<file path="src/rtl/pipe_fetch_if.sv">
// Instruction-memory fetch channel between the IF stage (master) and imem (slave).
// Latency: none; this is wiring only.
// Backpressure: the memory holds a request off by keeping imem_ready low; the request may be held any number of cycles.
//
// Signals:
//   imem_req   master->slave  fetch request
//   imem_addr  master->slave  fetch address
//   imem_rdata slave->master  instruction word, meaningful when imem_ready is high
//   imem_ready slave->master  imem_rdata is valid this cycle
interface pipe_fetch_if #(
    parameter int WIDTH = 32
);
    logic             imem_req;
    logic [WIDTH-1:0] imem_addr;
    logic [WIDTH-1:0] imem_rdata;
    logic             imem_ready;

    modport master (
        output imem_req,
        output imem_addr,
        input  imem_rdata,
        input  imem_ready
    );

    modport slave (
        input  imem_req,
        input  imem_addr,
        output imem_rdata,
        output imem_ready
    );
endinterface

</file>
<file path="src/rtl/pipe_fetch.sv">
// Instruction-fetch stage: owns the PC, picks the next PC, fetches over imem and registers the IF/ID boundary.
// Latency: an instruction accepted at edge N is on d_inst/d_valid right after edge N, unless stalled.
// Backpressure: imem wait states insert bubbles; a word that arrives while stalled is parked in a one-entry hold buffer.
//
// Ports:
//   clk, rst          clock (rising edge) and asynchronous active-high reset
//   pcsource          next-PC select: 00 pc+PC_STEP, 01 bpc, 10 rpc, 11 jpc
//   bpc, rpc, jpc     branch / register / jump targets
//   stall, flush      hazard-unit hold and squash/redirect
//   imem              fetch channel (pipe_fetch_if master)
//   pc                current fetch PC
//   d_pc4, d_inst     IF/ID pc+PC_STEP and instruction
//   d_valid, d_flush  IF/ID holds a real instruction; registered copy of flush
//   misalign          misaligned-target fault, only when PIPEIF_ALIGN_CHECK_EN is defined
//
// Build option: define PIPEIF_ALIGN_CHECK_EN to trap misaligned next-PC targets in a FAULT state.
module pipe_fetch #(
    parameter int               WIDTH    = 32,
    parameter logic [WIDTH-1:0] RESET_PC = '0,
    parameter int unsigned      PC_STEP  = 4,
    parameter logic [WIDTH-1:0] NOP      = '0
) (
    input  logic             clk,
    input  logic             rst,
    input  logic [1:0]       pcsource,
    input  logic [WIDTH-1:0] bpc,
    input  logic [WIDTH-1:0] rpc,
    input  logic [WIDTH-1:0] jpc,
    input  logic             stall,
    input  logic             flush,
    pipe_fetch_if.master     imem,
    output logic [WIDTH-1:0] pc,
    output logic [WIDTH-1:0] d_pc4,
    output logic [WIDTH-1:0] d_inst,
    output logic             d_valid,
    output logic             d_flush
`ifdef PIPEIF_ALIGN_CHECK_EN
    ,
    output logic             misalign
`endif
);

    localparam logic [1:0] ST_FETCH = 2'd0;
    localparam logic [1:0] ST_HOLD  = 2'd1;
    localparam logic [1:0] ST_FAULT = 2'd2;

    logic [1:0]       state_q,   state_d;
    logic [WIDTH-1:0] pc_q,      pc_d;
    logic [WIDTH-1:0] d_pc4_q,   d_pc4_d;
    logic [WIDTH-1:0] d_inst_q,  d_inst_d;
    logic             d_valid_q, d_valid_d;
    logic             d_flush_q, d_flush_d;
    logic [WIDTH-1:0] hold_q,    hold_d;
`ifdef PIPEIF_ALIGN_CHECK_EN
    logic             misalign_q, misalign_d;
`endif

    logic [WIDTH-1:0] pc_step;
    logic [WIDTH-1:0] npc;
    logic             fire;
    logic             take_npc;

    // Wraps modulo 2^WIDTH by construction.
    assign pc_step = pc_q + WIDTH'(PC_STEP);

    always_comb begin
        npc = pc_step;
        case (pcsource)
            2'b00:   npc = pc_step;
            2'b01:   npc = bpc;
            2'b10:   npc = rpc;
            default: npc = jpc;
        endcase
    end

    // Gated by rst so no request leaks out while reset is held.
    assign imem.imem_req  = (state_q == ST_FETCH) && !rst;
    assign imem.imem_addr = pc_q;
    assign fire           = imem.imem_req && imem.imem_ready;

    always_comb begin
        state_d   = state_q;
        pc_d      = pc_q;
        d_pc4_d   = d_pc4_q;
        d_inst_d  = d_inst_q;
        d_valid_d = d_valid_q;
        d_flush_d = flush;
        hold_d    = hold_q;
        take_npc  = 1'b0;
`ifdef PIPEIF_ALIGN_CHECK_EN
        misalign_d = misalign_q;
`endif

        if (flush) begin
            // Squash wins over everything: buffered word and any word firing now are dropped.
            take_npc  = 1'b1;
            d_valid_d = 1'b0;
            d_inst_d  = NOP;
            state_d   = ST_FETCH;
        end else begin
            case (state_q)
                ST_FETCH: begin
                    if (stall) begin
                        // Park a word that arrives during a stall so it is not refetched.
                        if (fire) begin
                            hold_d  = imem.imem_rdata;
                            state_d = ST_HOLD;
                        end
                    end else if (fire) begin
                        d_inst_d  = imem.imem_rdata;
                        d_pc4_d   = pc_step;
                        d_valid_d = 1'b1;
                        take_npc  = 1'b1;
                    end else begin
                        d_valid_d = 1'b0;
                        d_inst_d  = NOP;
                    end
                end
                ST_HOLD: begin
                    if (!stall) begin
                        d_inst_d  = hold_q;
                        d_pc4_d   = pc_step;
                        d_valid_d = 1'b1;
                        take_npc  = 1'b1;
                        state_d   = ST_FETCH;
                    end
                end
                ST_FAULT: begin
                    d_valid_d = 1'b0;
                    d_inst_d  = NOP;
                end
                default: begin
                    state_d = ST_FETCH;
                end
            endcase
        end

        if (take_npc) begin
`ifdef PIPEIF_ALIGN_CHECK_EN
            // A misaligned target leaves pc untouched and parks the stage until an aligned flush.
            if (npc[1:0] != 2'b00) begin
                misalign_d = 1'b1;
                state_d    = ST_FAULT;
            end else begin
                pc_d       = npc;
                misalign_d = 1'b0;
            end
`else
            pc_d = npc;
`endif
        end
    end

    always_ff @(posedge clk or posedge rst) begin
        if (rst) begin
            state_q   <= ST_FETCH;
            pc_q      <= RESET_PC;
            d_pc4_q   <= '0;
            d_inst_q  <= NOP;
            d_valid_q <= 1'b0;
            d_flush_q <= 1'b0;
            hold_q    <= '0;
`ifdef PIPEIF_ALIGN_CHECK_EN
            misalign_q <= 1'b0;
`endif
        end else begin
            state_q   <= state_d;
            pc_q      <= pc_d;
            d_pc4_q   <= d_pc4_d;
            d_inst_q  <= d_inst_d;
            d_valid_q <= d_valid_d;
            d_flush_q <= d_flush_d;
            hold_q    <= hold_d;
`ifdef PIPEIF_ALIGN_CHECK_EN
            misalign_q <= misalign_d;
`endif
        end
    end

    assign pc      = pc_q;
    assign d_pc4   = d_pc4_q;
    assign d_inst  = d_inst_q;
    assign d_valid = d_valid_q;
    assign d_flush = d_flush_q;
`ifdef PIPEIF_ALIGN_CHECK_EN
    assign misalign = misalign_q;
`endif

endmodule
</file>
<file path="src/flat_wrapper.sv">
// flat-port wrapper written by rule: the top's interface ports become plain ports
module pipe_fetch_flat 
#(
    parameter int               WIDTH    = 32,
    parameter logic [WIDTH-1:0] RESET_PC = '0,
    parameter int unsigned      PC_STEP  = 4,
    parameter logic [WIDTH-1:0] NOP      = '0
)
  (clk, rst, pcsource, bpc, rpc, jpc, stall, flush, pc, d_pc4, d_inst, d_valid, d_flush, imem_imem_req, imem_imem_addr, imem_imem_rdata, imem_imem_ready);
  pipe_fetch_if #(.WIDTH(WIDTH)) imem_i ();
  input  logic clk;
  input  logic rst;
  input  logic [1:0] pcsource;
  input  logic [WIDTH-1:0] bpc;
  input  logic [WIDTH-1:0] rpc;
  input  logic [WIDTH-1:0] jpc;
  input  logic stall;
  input  logic flush;
  output logic [WIDTH-1:0] pc;
  output logic [WIDTH-1:0] d_pc4;
  output logic [WIDTH-1:0] d_inst;
  output logic d_valid;
  output logic d_flush;
  output wire logic [$bits(imem_i.imem_req)-1:0] imem_imem_req;
  output wire logic [$bits(imem_i.imem_addr)-1:0] imem_imem_addr;
  input wire logic [$bits(imem_i.imem_rdata)-1:0] imem_imem_rdata;
  input wire logic [$bits(imem_i.imem_ready)-1:0] imem_imem_ready;
  assign imem_imem_req = imem_i.imem_req;
  assign imem_imem_addr = imem_i.imem_addr;
  assign imem_i.imem_rdata = imem_imem_rdata;
  assign imem_i.imem_ready = imem_imem_ready;
  pipe_fetch #(.WIDTH(WIDTH), .RESET_PC(RESET_PC), .PC_STEP(PC_STEP), .NOP(NOP)) u_core (.clk(clk), .rst(rst), .pcsource(pcsource), .bpc(bpc), .rpc(rpc), .jpc(jpc), .stall(stall), .flush(flush), .imem(imem_i), .pc(pc), .d_pc4(d_pc4), .d_inst(d_inst), .d_valid(d_valid), .d_flush(d_flush));
endmodule
</file>
<file path="config.mk">
export PLATFORM = sky130hd
export DESIGN_NAME = pipe_fetch_flat
export DESIGN_NICKNAME = d
export VERILOG_FILES = /design/src/rtl/pipe_fetch_if.sv /design/src/rtl/pipe_fetch.sv /design/src/flat_wrapper.sv
export SDC_FILE = /design/constraint.sdc
export NUM_CORES = 1
export LEC_CHECK = 0
export CAP_MARGIN = 40
export CORE_UTILIZATION = 40
export DETAILED_ROUTE_END_ITERATION = 10
export PLACE_DENSITY = 0.76
export SLEW_MARGIN = 10
export SYNTH_ARGS = -nofsm -noshare
export SYNTH_HDL_FRONTEND = slang
export SYNTH_SLANG_ARGS = --single-unit
</file>
<file path="constraint.sdc">
create_clock -name clk -period 4.6 [get_ports clk]
set_input_delay 0.46 -clock clk [delete_from_list [all_inputs] [get_ports clk]]
set_output_delay 0.46 -clock clk [all_outputs]
set_load 0.05 [all_outputs]
</file>
Yosys cells after proc, flatten, opt, wreduce, memory -nomap -nowiden:

Index checks and enable logic that the tools add are counted.
W data, S select, Z words.

* output and inout port bits: 131
* logic and storage cells: 56
* register bits: 132

* bitwise logic cells: 1
* reduce and logical (&&, ||, !) cells: 11
* equality and inequality tests: 12
* add/subtract/negate cells: 1
* mux-type cells: 24

Operators with widths (count)
* $mux W32: 7
* $pmux W32 S3: 2
* $pmux W32 S2: 1
* $add A32 B3 Y32 const B: 1
* $ne A3 B3 Y1 const B: 3
* $mux W2: 4
* $reduce_and A4 Y1: 2
* $mux W1: 7
* $ne A2 B2 Y1 const B: 3
* $pmux W2 S3: 1
* $reduce_and A5 Y1: 1
* $eq A2 B1 Y1 const B: 2
* $eq A2 B2 Y1 const B: 2
* $logic_not A2 Y1: 2
* $reduce_bool A4 Y1: 1
* $ne A3 B2 Y1 const B: 1
* $pmux W1 S3: 1
* $reduce_and A3 Y1: 1
* $logic_and A1 B1 Y1: 2
* $ne A2 B1 Y1 const B: 1
* $pmux W1 S2: 1
* $reduce_bool A2 Y1: 1
* $logic_not A1 Y1: 1
* $not A1 Y1: 1

Logic depth before layout (Yosys ltp):

Gate-level depths: netlist (run 1).

* depth after elaboration: 7
* depth in mapped cells: 8
* depth with buffers taken out: 5

Worst setup path before layout (run 1):

Ideal clock, no wire load.

* kind: flip-flop to flip-flop
* start: reg u_core.pc_q[11] (netlist: u_core.imem.imem_addr[11])
* end: reg u_core.pc_q[31] (netlist: u_core.imem.imem_addr[31])
* path slack: 2.147 ns
* arrival time: 2.318 ns
* library setup time: 0.135 ns
* clock period less this slack: 2.453 ns
* buffers on the path: 4
* stages on the path, launching flop included: 9
* path through: dfrtp_1 buf_4 nand4_2 or4_1 buf_2 buf_6 buf_2 nor4_1 o22ai_1

* word-level cells in the longest chain between the ends: 2

RTL lines
* start: declaration: RTL line pipe_fetch.sv:48 `logic [WIDTH-1:0] pc_q, pc_d;`
* start signal: assignment: RTL line pipe_fetch.sv:168 `pc_q <= pc_d;`
* $add A32 B3 Y32: RTL line pipe_fetch.sv:64 `assign pc_step = pc_q + WIDTH'(PC_STEP);`
* $pmux W32 S3: RTL line pipe_fetch.sv:68 `case (pcsource)`

Every way passes these cells.
A chain may end at the register's enable or synchronous reset.

Final worst setup path (run 1):

* start: in rst
* end: reg u_core.hold_q[2]

* word-level cells in the longest chain between the ends: 4

RTL lines
* start: declaration: RTL line flat_wrapper.sv:12 `input logic rst;`
* $logic_not A1 Y1: RTL line pipe_fetch.sv:77 `assign imem.imem_req = (state_q == ST_FETCH) && !rst;`
* $logic_and A1 B1 Y1: RTL line pipe_fetch.sv:77
* $logic_and A1 B1 Y1: RTL line pipe_fetch.sv:79 `assign fire = imem.imem_req && imem.imem_ready;`
* $reduce_and A4 Y1 (no source line)
* end signal: assignment: RTL line pipe_fetch.sv:173 `hold_q <= hold_d;`
* end: declaration: RTL line pipe_fetch.sv:53 `logic [WIDTH-1:0] hold_q, hold_d;`

Every way passes these cells.

==> results.sh, run 1 <==
export IMPL_outcome="complete, no violations"
export IMPL_cp_slowest_cell="clkdlybuf4s50_1"
export IMPL_timing_worst_setup_path_type="in -> reg"
export IMPL_clkPwrFrac_pct=28.4
export IMPL_grt_pass1_wl_um=36200
export IMPL_setup_violations=0
export IMPL_num_antenna_cells=0
export IMPL_setup_tns_ps=0
export IMPL_synthToLayoutAreaGrowth_pct=43.0
export IMPL_numPlacedInstances=1163
export IMPL_ir_drop_mv=0.278
export IMPL_clock_skew_ps=13.5
export IMPL_critPathCaptureType="register"
export IMPL_r2r_cells=5
export IMPL_post_cts_buffers=0
export IMPL_gp_congestion=0.832
export IMPL_drive_above_1_share_pct=12.7
export IMPL_p_int_mw=2.69
export IMPL_p_per_area_mw_per_mm2=435
export IMPL_grt_usage_pct=25.4
export IMPL_fp_dieW_um=137
export IMPL_drt_pass1_iter_count=5
export IMPL_min_period_ps=2730
export IMPL_pre_cts_slack_ps=1450
export IMPL_ff_latch_area_mm2=0.00328
export IMPL_cts_buffer_depth=2
export IMPL_die_h_um=137
export IMPL_synth_edff_count=0
export IMPL_whs_endpoint="u_core.d_pc4[1]$_DFFE_PP0P_"
export IMPL_crit_fanout=33
export IMPL_crit_chain="clkdlybuf4s50_1 -> nor2b_1 -> nor2b_2 -> buf_4 -> nand3_1 -> buf_4 -> mux2_2"
export IMPL_synthArstFlopShare_pct=100
export IMPL_start_kind="input pin"
export IMPL_syn_num_nets=888
export IMPL_routedWlPerCell_um=19.6
export IMPL_numCtsBuffers=17
export IMPL_drt_iter0_drc=470
export IMPL_floorplan_initialDensity_pct=40.8
export IMPL_cts_root_buf="clkbuf_16"
export IMPL_netSwitchingFraction_pct=40.7
export IMPL_multiInputGateArea_mm2=0.00347
export IMPL_crit_path_frequent_cell="buf_4"
export IMPL_setup_reg_to_reg_worst_slack_ps=1960
export IMPL_yosysTopAreaCell="dfrtp_1"
export IMPL_finalPower_mw=4.54
export IMPL_vias=6944
export IMPL_worst_slack_ps=1870
export IMPL_fmax_mhz=366
export IMPL_synth_seq_cells=131
export IMPL_htree_levels=4
export IMPL_synth_area_per_cell_um2=9.72
export IMPL_place_port_buffers=265
export IMPL_reg2reg_to="u_core.imem.imem_addr[10]$_DFFE_PP0P_"
export IMPL_p_leak_nw=4.18
export IMPL_p_switching_mw=1.85
export IMPL_ys_flop_type="dfrtp_1"
export IMPL_route_detailed_drc=0
export IMPL_grt_max_degree=75
export IMPL_syn_inst=752
export IMPL_cts_sinks=131
export IMPL_grt_pass1_vias=6686
export IMPL_fin_util_pct=58.4
export IMPL_ys_warn_count=0
export IMPL_grt_overflow_total=0
export IMPL_p_comb_share_pct=37.0
export IMPL_min_path_type="reg -> reg"
export IMPL_place_area_mm2=0.00989
export IMPL_coreArea_mm2=0.0179
export IMPL_drv_slew=0
export IMPL_timing_rr_start="u_core.imem.imem_addr[2]$_DFFE_PP0P_"
export IMPL_synthTopCellsByArea="dfrtp_1 45%, mux2_2 8.0%, a221oi_1 3.8%"
export IMPL_antenna_found_initial=0
export IMPL_slew_headroom_pct=46.2
export IMPL_arrival_ps=3030
export IMPL_cp_data_required_time_ps=4900
export IMPL_cts_tree="yes"
export IMPL_worstMarginPinSlew_ps=808
export IMPL_rows=49
export IMPL_wirelength_um=23400
export IMPL_nets=1089
export IMPL_cpPeakStageDelay_ps=520
export IMPL_cap_violations=0
export IMPL_path_delay_family="buffers and inverters"
export IMPL_ctsResizeCount=0
export IMPL_layout_cells_non_filler=1195
export IMPL_hold_violations=0
export IMPL_p_seq_share_pct=34.5
export IMPL_clk_pin_slew_ps=60
export IMPL_ant_nets=0
export IMPL_design_area_mm2=0.0105
export IMPL_synth_cell_type_count=56
export IMPL_finalCritPeriodShare_pct=59.4
export IMPL_cts_hold_buf=0
export IMPL_path_buf_inv=3
export IMPL_viasPerCell=5.81
export IMPL_clk_latency_ps=430
export IMPL_io_pins=266
export IMPL_n_fill_cell=1561
export IMPL_yosys_area_top_type_share_pct=44.9
export IMPL_rsz0062_at_grt="no"
export IMPL_min_path_cells=2
export IMPL_min_delay_start="u_core.d_pc4[1]$_DFFE_PP0P_"
export IMPL_die_area_mm2=0.0188
export IMPL_syn_area_mm2=0.00731
export IMPL_hpwl_um=16500
export IMPL_yosysSeqAreaShare_pct=44.9
export IMPL_holdWs_ps=474
worst max path at each step:
stage	from	endpoint	slack, ps	depth (start not counted)
floorplan	rst	u_core.d_flush$_DFF_PP0_	640	1
global placement	rst	u_core.hold_q[5]$_DFFE_PP0P_	1550	7
detailed placement	rst	u_core.hold_q[24]$_DFFE_PP0P_	1450	7
CTS	rst	u_core.hold_q[2]$_DFFE_PP0P_	1890	7
global route	rst	u_core.hold_q[29]$_DFFE_PP0P_	1730	7
finish	rst	u_core.hold_q[2]$_DFFE_PP0P_	1870	7
placed cells by master, fill, tap and decap left out, drive strengths merged, types with 5 or more instances in the layout:
master	instances
clkbuf	17
buf	21
xnor2	8
nand4	27
nor2	61
a22oi	7
or3	10
nand2	74
clkdlybuf4s50	263
a22o	12
xor2	5
mux4	8
or4	16
o21ai	25
a21oi	9
o211ai	16
dfrtp	131
nor3	39
nand3	22
mux2i	8
a31oi	8
inv	21
mux2	52
and4	5
o31ai	8
nor4	11
a221oi	32
cell families after synthesis:
family / after synthesis / share of synthesized area, %
buffers and inverters: 113 / 7.84
adders and majority gates: 1 / 0.171
AOI/OAI and AO/OA: 148 / 15.1
xor gates and xnor gates: 13 / 1.56
DFF: 131 / 44.9
muxes: 68 / 11.6
and+or+nand+nor: 278 / 18.9
power groups by stage:
stage,clock network (mW),registers (mW),logic (mW)
3_5_place_dp,0,1.58,1.69
3_3_place_gp,0,1.57,1.67
2_1_floorplan,0,1.99,0.684
5_1_grt,1.37,1.60,1.77
4_1_cts,1.31,1.57,1.69
6_report,1.29,1.57,1.68
layer usage:
layer / track usage (%) / routed length (µm) / vias to the layer above
met5: 0 / 0 / -
met2: 42.5 / 11400 / 346
li1: - / - / 3178
met4: 7.69 / 426 / 0
met3: 7.19 / 2250 / 32
met1: 31.6 / 9320 / 3388
synth_stat cells (5+ instances only):
cell type and number:
a21oi_1 9, a221oi_1 32, a22o_1 12, a22oi_1 7
a31oi_1 8, and4_1 5, buf_1 6, buf_2 8
buf_4 35, clkbuf_1 52, dfrtp_1 131, inv_1 10
mux2_2 52, mux2i_1 8, mux4_2 8, nand2_1 74
nand3_1 22, nand4_1 24, nor2_1 61, nor3_1 39
nor4_1 11, o211ai_1 16, o21ai_0 25, o31ai_1 8
or3_1 10, or4_1 16, xnor2_1 8, xor2_1 5
layout make-up:
class	count	share of cell area (%)
well taps	229	2.74
inverters	11	0.443
repair buffers	284	26.9
clock buffers	17	4.07
clock inverters	15	1.28
multi-input cells	508	33.2
flip-flops and latches	131	31.4
state kept, by name, summed over array words and instances, names as in the netlist:
register,cells
u_core.hold_q,32
u_core.imem.imem_addr,32
u_core.d_pc4,32
u_core.state_q,1
u_core.d_flush,1
u_core.d_valid,1
u_core.d_inst,32
worst register-to-register path, delay by kind of cell, from the launching register on:
family | cells | cell delay (ps)
AOI/OAI and AO/OA | 1 | 210
adders and majority gates | 1 | 320
DFF | 1 | 600
muxes | 1 | 550
and+or+nand+nor | 2 | 850
Power figures use the tool's default switching activity.
==> run 2, diff against run 1 <==
clock period = 2.7 ns   (was 4.6 ns; I/O delays follow)
==> run 2 against run 1 <==
Worst hold slack worse by 68 ps. Sequential power up 67%. Critical path depth down 5. Non-clock buffer count up 22. Cell count up 1.8%. Global-route usage about the same.
==> results.sh, run 2 (same netlist as run 1, synthesis figures left out) <==
export IMPL_rsz0062_at_grt="no"
export IMPL_ir_drop_mv=0.475
export IMPL_p_seq_share_pct=33.3
export IMPL_setup_tns_ps=0
export IMPL_pre_cts_slack_ps=320
export IMPL_cts_sinks=131
export IMPL_p_leak_nw=4.29
export IMPL_post_cts_buffers=0
export IMPL_floorplan_initialDensity_pct=40.8
export IMPL_worst_slack_ps=323
export IMPL_p_per_area_mw_per_mm2=739
export IMPL_htree_levels=4
export IMPL_arrival_ps=2110
export IMPL_timing_worst_setup_path_type="reg -> out"
export IMPL_nets=1111
export IMPL_clkPwrFrac_pct=29.1
export IMPL_rows=49
export IMPL_fp_dieW_um=137
export IMPL_drive_above_1_share_pct=14.5
export IMPL_finalPower_mw=7.88
export IMPL_route_detailed_drc=0
export IMPL_cp_data_required_time_ps=2430
export IMPL_vias=6936
export IMPL_antenna_found_initial=0
export IMPL_drt_iter0_drc=434
export IMPL_netSwitchingFraction_pct=38.9
export IMPL_drt_pass1_iter_count=5
export IMPL_coreArea_mm2=0.0179
export IMPL_cap_violations=0
export IMPL_clk_latency_ps=420
export IMPL_routedWlPerCell_um=19.1
export IMPL_p_switching_mw=3.07
export IMPL_io_pins=266
export IMPL_layout_commonest_cell="clkdlybuf4s50_1"
export IMPL_finalCritPeriodShare_pct=88.0
export IMPL_p_int_mw=4.81
export IMPL_ctsResizeCount=0
export IMPL_cts_hold_buf=0
export IMPL_grt_max_degree=41
export IMPL_worstMarginPinSlew_ps=753
export IMPL_hold_violations=0
export IMPL_hpwl_um=16800
export IMPL_cts_tree="yes"
export IMPL_grt_pass1_vias=6706
export IMPL_grt_usage_pct=25.3
export IMPL_crit_fanout=17
export IMPL_layout_common_cells="263 x clkdlybuf4s50_1, 131 x dfrtp_1, 74 x nand2_1, 60 x nor2_1, 52 x mux2_2"
export IMPL_drv_slew=0
export IMPL_place_port_buffers=265
export IMPL_wirelength_um=23200
export IMPL_fmax_mhz=421
export IMPL_cts_root_buf="clkbuf_16"
export IMPL_start_kind="register"
export IMPL_synthToLayoutAreaGrowth_pct=46.0
export IMPL_die_h_um=137
export IMPL_critPathCaptureType="output port"
export IMPL_slew_headroom_pct=49.7
export IMPL_num_antenna_cells=0
export IMPL_viasPerCell=5.70
export IMPL_p_comb_share_pct=37.6
export IMPL_clock_skew_ps=9.78
export IMPL_min_path_type="in -> async"
export IMPL_holdWs_ps=406
export IMPL_gp_congestion=0.883
export IMPL_min_period_ps=2380
export IMPL_setup_violations=0
export IMPL_ant_nets=0
export IMPL_grt_overflow_total=0
export IMPL_grt_pass1_wl_um=35800
export IMPL_clk_pin_slew_ps=60
export IMPL_die_area_mm2=0.0188
export IMPL_numCtsBuffers=17
export IMPL_outcome="complete, no violations"
export IMPL_cts_buffer_depth=2
## run 2: area by class of cell
class | instances | area [µm²]
repair buffers | 306 | 3000
multi-input cells | 508 | 3460
fillers | 1530 | 7240
well taps | 229 | 287
clock buffers | 19 | 443
clock inverters | 13 | 148
inverters | 11 | 45.0
flip-flops and latches | 131 | 3280
## run 2: power groups by stage
stage	logic, mW	registers [mW]	clock network (mW)
after floorplan	1.16	3.39	0
after global placement	2.95	2.63	0
after detailed placement	2.97	2.65	0
after CTS	2.98	2.62	2.33
after global routing	3.12	2.67	2.44
final	2.97	2.62	2.29
## run 2: worst paths after layout
kind / from / to / slack [ps] / depth (start not counted)
hold / removal: rst / u_core.d_inst[5]$_DFFE_PP0P_ / 410 / 2
setup / recovery: u_core.state_q[0]$_DFFE_PP0P_ / imem_imem_req / 320 / 2
min in group clk: u_core.d_pc4[28]$_DFFE_PP0P_ / u_core.d_pc4[28]$_DFFE_PP0P_ / 480 / 2
hold reg to reg: u_core.d_pc4[28]$_DFFE_PP0P_ / u_core.d_pc4[28]$_DFFE_PP0P_ / 480 / 2
setup reg to reg: u_core.imem.imem_addr[2]$_DFFE_PP0P_ / u_core.d_pc4[31]$_DFFE_PP0P_ / 420 / 5
max in group asynchronous: rst / u_core.d_pc4[7]$_DFFE_PP0P_ / 1640 / 3
## run 2: critical path, cell delays in order (launching register included)
cell and delay [ps]:
dfrtp_1 640, nor2_1 230, clkdlybuf4s50_1 820
## run 2: stage by stage
step	util [%]	cells	instance area (µm²)
floorplan	-	752	7310
finish	59.6	1217	10700
global placement	56.3	1185	10100
detailed placement	56.3	1185	10100
CTS	59.6	1217	10700
global route	59.6	1217	10700
## run 2: routing by layer
layer  global-route usage (%)  up-vias  wire [µm]
met2                     41.8      319      11200
met1                     31.8     3364       9380
met5                        0        -          0
li1                         -     3218          -
met4                     8.85        0        460
met3                     6.89       35       2120
